### src/rtl/reg_dump_pkg.sv
// Shared types and UART framing constants for the register dump transmitter.
package reg_dump_pkg;

  typedef enum logic [2:0] {
    IDLE,
    LOAD,
    START,
    DATA,
    STOP,
    FINISH
  } state_e;

  localparam logic        UART_START_BIT = 1'b0;
  localparam logic        UART_STOP_BIT  = 1'b1;
  localparam int unsigned UART_DATA_BITS = 8;

  // Index width that stays legal when only one item exists.
  function automatic int unsigned idx_width(input int unsigned n);
    return (n > 1) ? $clog2(n) : 1;
  endfunction

endpackage

### src/rtl/reg_dump_tx_uart.sv
// 8N1 UART byte transmitter: bit timer plus 10-bit frame shifter.
// ready_c rises in the last stop-bit cycle so a new byte can follow with no idle gap.
module reg_dump_tx_uart
  import reg_dump_pkg::*;
#(
  parameter int unsigned clk_div = 434
) (
  input  logic       clk,
  input  logic       rst,
  input  logic       byte_valid,
  input  logic [7:0] byte_data,
  output logic       ready_c,
  output logic       tx
);

  localparam int unsigned TIMER_W = idx_width(clk_div);
  localparam int unsigned BIT_W   = idx_width(UART_DATA_BITS);

  state_e               state_q, state_d;
  logic [TIMER_W-1:0]   timer_q, timer_d;
  logic [BIT_W-1:0]     bit_idx_q, bit_idx_d;
  logic [9:0]           frame_q, frame_d;
  logic                 tx_q, tx_d;
  logic                 tick;

  assign tick    = (timer_q == '0);
  assign ready_c = (state_q == IDLE) || ((state_q == STOP) && tick);
  assign tx      = tx_q;

  always_ff @(posedge clk or posedge rst) begin
    if (rst) begin
      state_q   <= IDLE;
      timer_q   <= '0;
      bit_idx_q <= '0;
      frame_q   <= '1;
      tx_q      <= 1'b1;
    end else begin
      state_q   <= state_d;
      timer_q   <= timer_d;
      bit_idx_q <= bit_idx_d;
      frame_q   <= frame_d;
      tx_q      <= tx_d;
    end
  end

  always_comb begin
    state_d   = state_q;
    timer_d   = timer_q;
    bit_idx_d = bit_idx_q;
    frame_d   = frame_q;
    tx_d      = tx_q;

    if (state_q != IDLE) begin
      timer_d = tick ? TIMER_W'(clk_div - 1) : timer_q - TIMER_W'(1);
    end

    case (state_q)
      IDLE: tx_d = 1'b1;
      START: begin
        if (tick) begin
          state_d   = DATA;
          frame_d   = {1'b1, frame_q[9:1]};
          tx_d      = frame_q[1];
          bit_idx_d = '0;
        end
      end
      DATA: begin
        if (tick) begin
          frame_d = {1'b1, frame_q[9:1]};
          tx_d    = frame_q[1];
          if (bit_idx_q == BIT_W'(UART_DATA_BITS - 1)) begin
            state_d = STOP;
          end else begin
            bit_idx_d = bit_idx_q + BIT_W'(1);
          end
        end
      end
      STOP: begin
        if (tick) begin
          state_d = IDLE;
          tx_d    = 1'b1;
        end
      end
      default: begin
        state_d = IDLE;
        tx_d    = 1'b1;
      end
    endcase

    // A new byte overrides whatever the frame would otherwise do next.
    if (byte_valid && ready_c) begin
      state_d   = START;
      timer_d   = TIMER_W'(clk_div - 1);
      bit_idx_d = '0;
      frame_d   = {UART_STOP_BIT, byte_data, UART_START_BIT};
      tx_d      = UART_START_BIT;
    end
  end

endmodule

### src/rtl/reg_dump_tx.sv
// Walks every register through rd_sel and streams each one LSB-byte first over UART.
// Each register is snapshotted at its LOAD cycle, so later writes do not corrupt its bytes.
module reg_dump_tx
  import reg_dump_pkg::*;
#(
  parameter int unsigned bit_width = 32,
  parameter int unsigned sel_width = 5,
  parameter int unsigned clk_div   = 434
) (
  input  logic                 clk,
  input  logic                 rst,
  input  logic                 start,
  output logic [sel_width-1:0] rd_sel,
  input  logic [bit_width-1:0] rd_data,
  output logic                 tx,
  output logic                 busy,
  output logic                 done
);

  localparam int unsigned NBYTES   = bit_width / 8;
  localparam int unsigned BYTE_W   = idx_width(NBYTES);
  localparam int unsigned LAST_SEL = (2 ** sel_width) - 1;

  state_e               state_q, state_d;
  logic [bit_width-1:0] word_q, word_d;
  logic [BYTE_W-1:0]    byte_idx_q, byte_idx_d;
  logic [sel_width-1:0] rd_sel_q, rd_sel_d;
  logic                 busy_q, busy_d;
  logic                 done_q, done_d;

  logic [BYTE_W-1:0]    next_idx;
  logic                 byte_valid_c;
  logic [7:0]           byte_data_c;
  logic                 tx_ready_c;

  assign rd_sel   = rd_sel_q;
  assign busy     = busy_q;
  assign done     = done_q;
  assign next_idx = byte_idx_q + BYTE_W'(1);

  reg_dump_tx_uart #(
    .clk_div(clk_div)
  ) u_uart (
    .clk       (clk),
    .rst       (rst),
    .byte_valid(byte_valid_c),
    .byte_data (byte_data_c),
    .ready_c   (tx_ready_c),
    .tx        (tx)
  );

  always_ff @(posedge clk or posedge rst) begin
    if (rst) begin
      state_q    <= IDLE;
      word_q     <= '0;
      byte_idx_q <= '0;
      rd_sel_q   <= '0;
      busy_q     <= 1'b0;
      done_q     <= 1'b0;
    end else begin
      state_q    <= state_d;
      word_q     <= word_d;
      byte_idx_q <= byte_idx_d;
      rd_sel_q   <= rd_sel_d;
      busy_q     <= busy_d;
      done_q     <= done_d;
    end
  end

  // DATA covers a register's whole byte stream; bit phases live in the UART.
  always_comb begin
    state_d      = state_q;
    word_d       = word_q;
    byte_idx_d   = byte_idx_q;
    rd_sel_d     = rd_sel_q;
    byte_valid_c = 1'b0;
    byte_data_c  = 8'(word_q >> {next_idx, 3'b000});

    case (state_q)
      IDLE: begin
        if (start) begin
          state_d  = LOAD;
          rd_sel_d = '0;
        end
      end
      LOAD: begin
        word_d       = rd_data;
        byte_idx_d   = '0;
        byte_valid_c = 1'b1;
        byte_data_c  = rd_data[7:0];
        state_d      = DATA;
      end
      DATA: begin
        if (tx_ready_c) begin
          if (byte_idx_q < BYTE_W'(NBYTES - 1)) begin
            byte_idx_d   = next_idx;
            byte_valid_c = 1'b1;
          end else if (rd_sel_q < sel_width'(LAST_SEL)) begin
            rd_sel_d = rd_sel_q + sel_width'(1);
            state_d  = LOAD;
          end else begin
            rd_sel_d = '0;
            state_d  = FINISH;
          end
        end
      end
      FINISH: state_d = IDLE;
      default: state_d = IDLE;
    endcase

    busy_d = (state_d == LOAD) || (state_d == DATA);
    done_d = (state_d == FINISH);
  end

endmodule

### config.mk
export PLATFORM = sky130hd
export DESIGN_NAME = reg_dump_tx
export DESIGN_NICKNAME = d
export VERILOG_FILES = /design/src/rtl/reg_dump_pkg.sv /design/src/rtl/reg_dump_tx_uart.sv /design/src/rtl/reg_dump_tx.sv
export SDC_FILE = /design/constraint.sdc
export NUM_CORES = 1
export LEC_CHECK = 0
export ABC_AREA = 1
export BUFFER_PORTS_ARGS = -buffer_cell sky130_fd_sc_hd__buf_4
export CAP_MARGIN = 20
export CORE_MARGIN = 8
export CORE_UTILIZATION = 45
export DETAILED_ROUTE_END_ITERATION = 7
export PLACE_DENSITY = 0.71
export SYNTH_ARGS = -nofsm -noshare
export SYNTH_HDL_FRONTEND = slang
export SYNTH_SLANG_ARGS = --single-unit
### constraint.sdc
create_clock -name clk -period 1.9 [get_ports clk]
set_input_delay 0.095 -clock clk [delete_from_list [all_inputs] [get_ports clk]]
set_output_delay 0.095 -clock clk [all_outputs]
set_load 0.02 [all_outputs]
==> results.py <==
metrics = {
    "status": {
        "status": "finished, final reports clean",
    },
    "cts": {
        "clkTransAtPathRegs_ps": 70,
        "cts_buffer_depth": 2,
        "clk_latency_ps": 350,
        "cts_tree": "yes",
        "numCtsBuffers": 9,
        "cts_root_buf": "clkbuf_8",
        "ctsResizeCount": 0,
        "htreeDepth": 3,
        "cts_setup_buffers": 0,
        "cts.sinks": 68,
    },
    "hold_path": {
        "hold_class": "input port to flip-flop",
        "hold_depth": 3,
    },
    "die": {
        "core.rowCount": 32,
        "io_pins": 43,
        "die_y_um": 104,
        "die_area_um2": 10900,
        "core_area_um2": 7650,
        "start_util_pct": 46.1,
        "die_x_um": 104,
    },
    "global_route": {
        "global_route.usage.total_pct": 15.1,
        "grt_max_degree": 57,
        "overflow": 0,
        "grt_pass1_vias": 3057,
        "antenna_found_initial": 0,
        "grt_first_pass_wirelength_um": 13600,
    },
    "critical_path": {
        "critical_path.startpoint": "u_uart.timer_q[1]",
        "crit_family": "simple AND/OR/NAND/NOR gates",
        "required_ps": 2140,
        "start_kind": "flip-flop",
        "rr_startpoint": "u_uart.timer_q[1]",
        "cp_max_fo": 15,
        "rrSetupSlack_ps": 160,
        "critPathKind": "flip-flop to flip-flop",
        "crit_arrival_ps": 1980,
        "crit_cells": 11,
        "slowest_stage": "dfrtp_1",
        "critPathCaptureType": "flip-flop",
        "reg2regPathDepth": 11,
        "path_cells": "inv_1 -> ha_1 -> nand2_1 -> nor2_2 -> nand2_4 -> nand2_4 -> nand3_4 -> nand2_1 -> nand2_2 -> inv_1 -> nor2_1",
        "cp_num_buf_inv": 2,
        "max_stage_delay_ps": 380,
        "r2r-end": "u_uart.timer_q[2]",
        "endpoint": "u_uart.timer_q[2]",
    },
    "cells_and_area": {
        "layout_common_cells": "nand2_1, inv_1, dfrtp_1",
        "area_growth_pct": 24.8,
        "antennaDiodeCount": 0,
        "layout_commonest_cell": "nand2_1",
        "final_net_count": 556,
        "drive_above_1_share_pct": 18.3,
        "fill_cells": 711,
        "instances_no_fill": 622,
    },
    "placed_design": {
        "place.gp.congestion": 0.845,
        "portBuffers": 42,
        "placed_cells_incl_taps": 581,
        "dp_hpwl_um": 5310,
    },
    "synthesis": {
        "syn_area_um2": 3520,
        "synth_fp_nets": 487,
        "ys_types": 36,
        "netlist_instances": 446,
        "synth-seq-cells": 68,
        "ys_warn_count": 0,
        "avgSynthCellArea_um2": 7.90,
        "synth-seq-area-share_pct": 48.6,
    },
    "sta": {
        "finalCritPeriodShare_pct": 91.8,
        "tightest_slew_ps": 470,
        "finalClockSkew_ps": 8.34,
        "slew_violations": 0,
        "rsz0062_at_grt": "no",
        "fin_crit_ps": 1740,
        "final.setup.tns_ps": 0,
        "slew_headroom_pct": 68.6,
        "max_freq_mhz": 573,
        "finalSetupViolations": 0,
        "hold_viol": 0,
    },
    "routing": {
        "routed_via_density": 4.84,
        "first_pass_iters": 4,
        "drtIter0Drc": 204,
        "vias": 3011,
        "antenna_left": 0,
        "totalWireLength_um": 7680,
        "wl_per_cell_um": 12.4,
        "drc": 0,
    },
    "pwr": {
        "p_leak_nw": 2.22,
        "max-vdd-ir-drop_mv": 0.628,
        "power_density_nw_per_um2": 1490,
    },
    "flow_run": {
        "cap_violations": 0,
    },
}
-- through the flow --
stage	util (%)	cell area, um^2	setup slack, ps	total power [mW]	hold slack [ps]
final	57.5	4400	156	6.56	4.67
after CTS	57.5	4400	155	6.62	2.35
after global routing	57.5	4400	3.85	7.18	18.9
after global placement	51.8	3960	253	5.28	150
after floorplan	-	3520	108	4.67	205
after detailed placement	51.8	3960	178	5.37	151
-- cells in the mapped netlist, drive strengths merged --
cell,count,area (um^2)
inv,66,250
dfrtp,59,1480
o21ai,50,254
nand2,143,572
clkbuf,6,22.5
o211ai,10,75.1
xor2,3,26.3
nor3,3,20.0
nor2,24,129
buf,8,48.8
and2,1,6.26
nand3b,1,7.51
ha,6,75.1
or2,3,18.8
dfstp,9,236
nand3,38,208
and3,1,6.26
a21oi,7,35.0
nand4,6,37.5
o21bai,2,18.8
-- worst min path at each step --
stage / startpoint / to / slack [ps]
2_1_floorplan: rd_data[15] / word_q[15] / 200
3_3_place_gp: rst / u_uart.timer_q[6] / 150
3_5_place_dp: rst / u_uart.state_q[2] / 150
4_1_cts: rd_data[1] / word_q[1] / 2
5_1_grt: rd_data[0] / word_q[0] / 20
6_report: rd_data[1] / word_q[1] / 5
-- metal layers --
layer	wire (um)	share of wire, %	vias to the layer above	track usage [%]
li1	-	-	1544	-
met1	3540	46	1408	17.9
met2	3760	49	52	25.1
met3	309	4.0	7	3.72
met4	74	0.96	0	6.72
met5	0	0	-	0
-- what timing repair did --
action | in CTS | in global routing
endpoints found under the setup margin | 0 | 0
hold buffers | 25 | 0
endpoints found under the hold margin | 44 | 0
-- kinds of logic (layout without fill, tap and decap cells) --
family	after synthesis	in the layout	share of synthesized area, %
compound gates	69	69	10.9
xor+xnor	3	3	0.746
fa+ha+maj	6	6	2.13
buf+inv	80	154	9.13
flops	68	68	48.6
simple gates	220	220	28.5
-- tightest hold or removal path: cells and delay by family --
kind / cells / cell delay [ps]
simple gates: 1 / 60
buf+inv: 1 / 80
compound gates: 1 / 70
-- state kept, by name, summed over array words and instances (netlist names) --
name,flops
u_uart.tx,1
busy,1
byte_idx_q,2
done,1
rd_sel,5
u_uart.frame_q,8
u_uart.timer_q,9
u_uart.bit_idx_q,3
word_q,32
u_uart.state_q,3
state_q,3
-- where the power goes --
part,leakage (nW),internal [mW],switching (mW)
Clock,0.0947,0.643,0.525
Combinational,1.31,1.08,1.84
Sequential,0.817,2.13,0.337
-- layout make-up --
cell class / instances / area (um^2) / share of cell area [%]
flip-flops and latches: 68 / 1710 / 39.0
repair buffers: 72 / 628 / 14.3
clock inverters: 2 / 35.0 / 0.797
multi-input cells: 298 / 1490 / 33.9
clock buffers: 14 / 153 / 3.47
well taps: 102 / 128 / 2.90
inverters: 66 / 250 / 5.69
No activity file was read; power rests on OpenSTA's default activity.
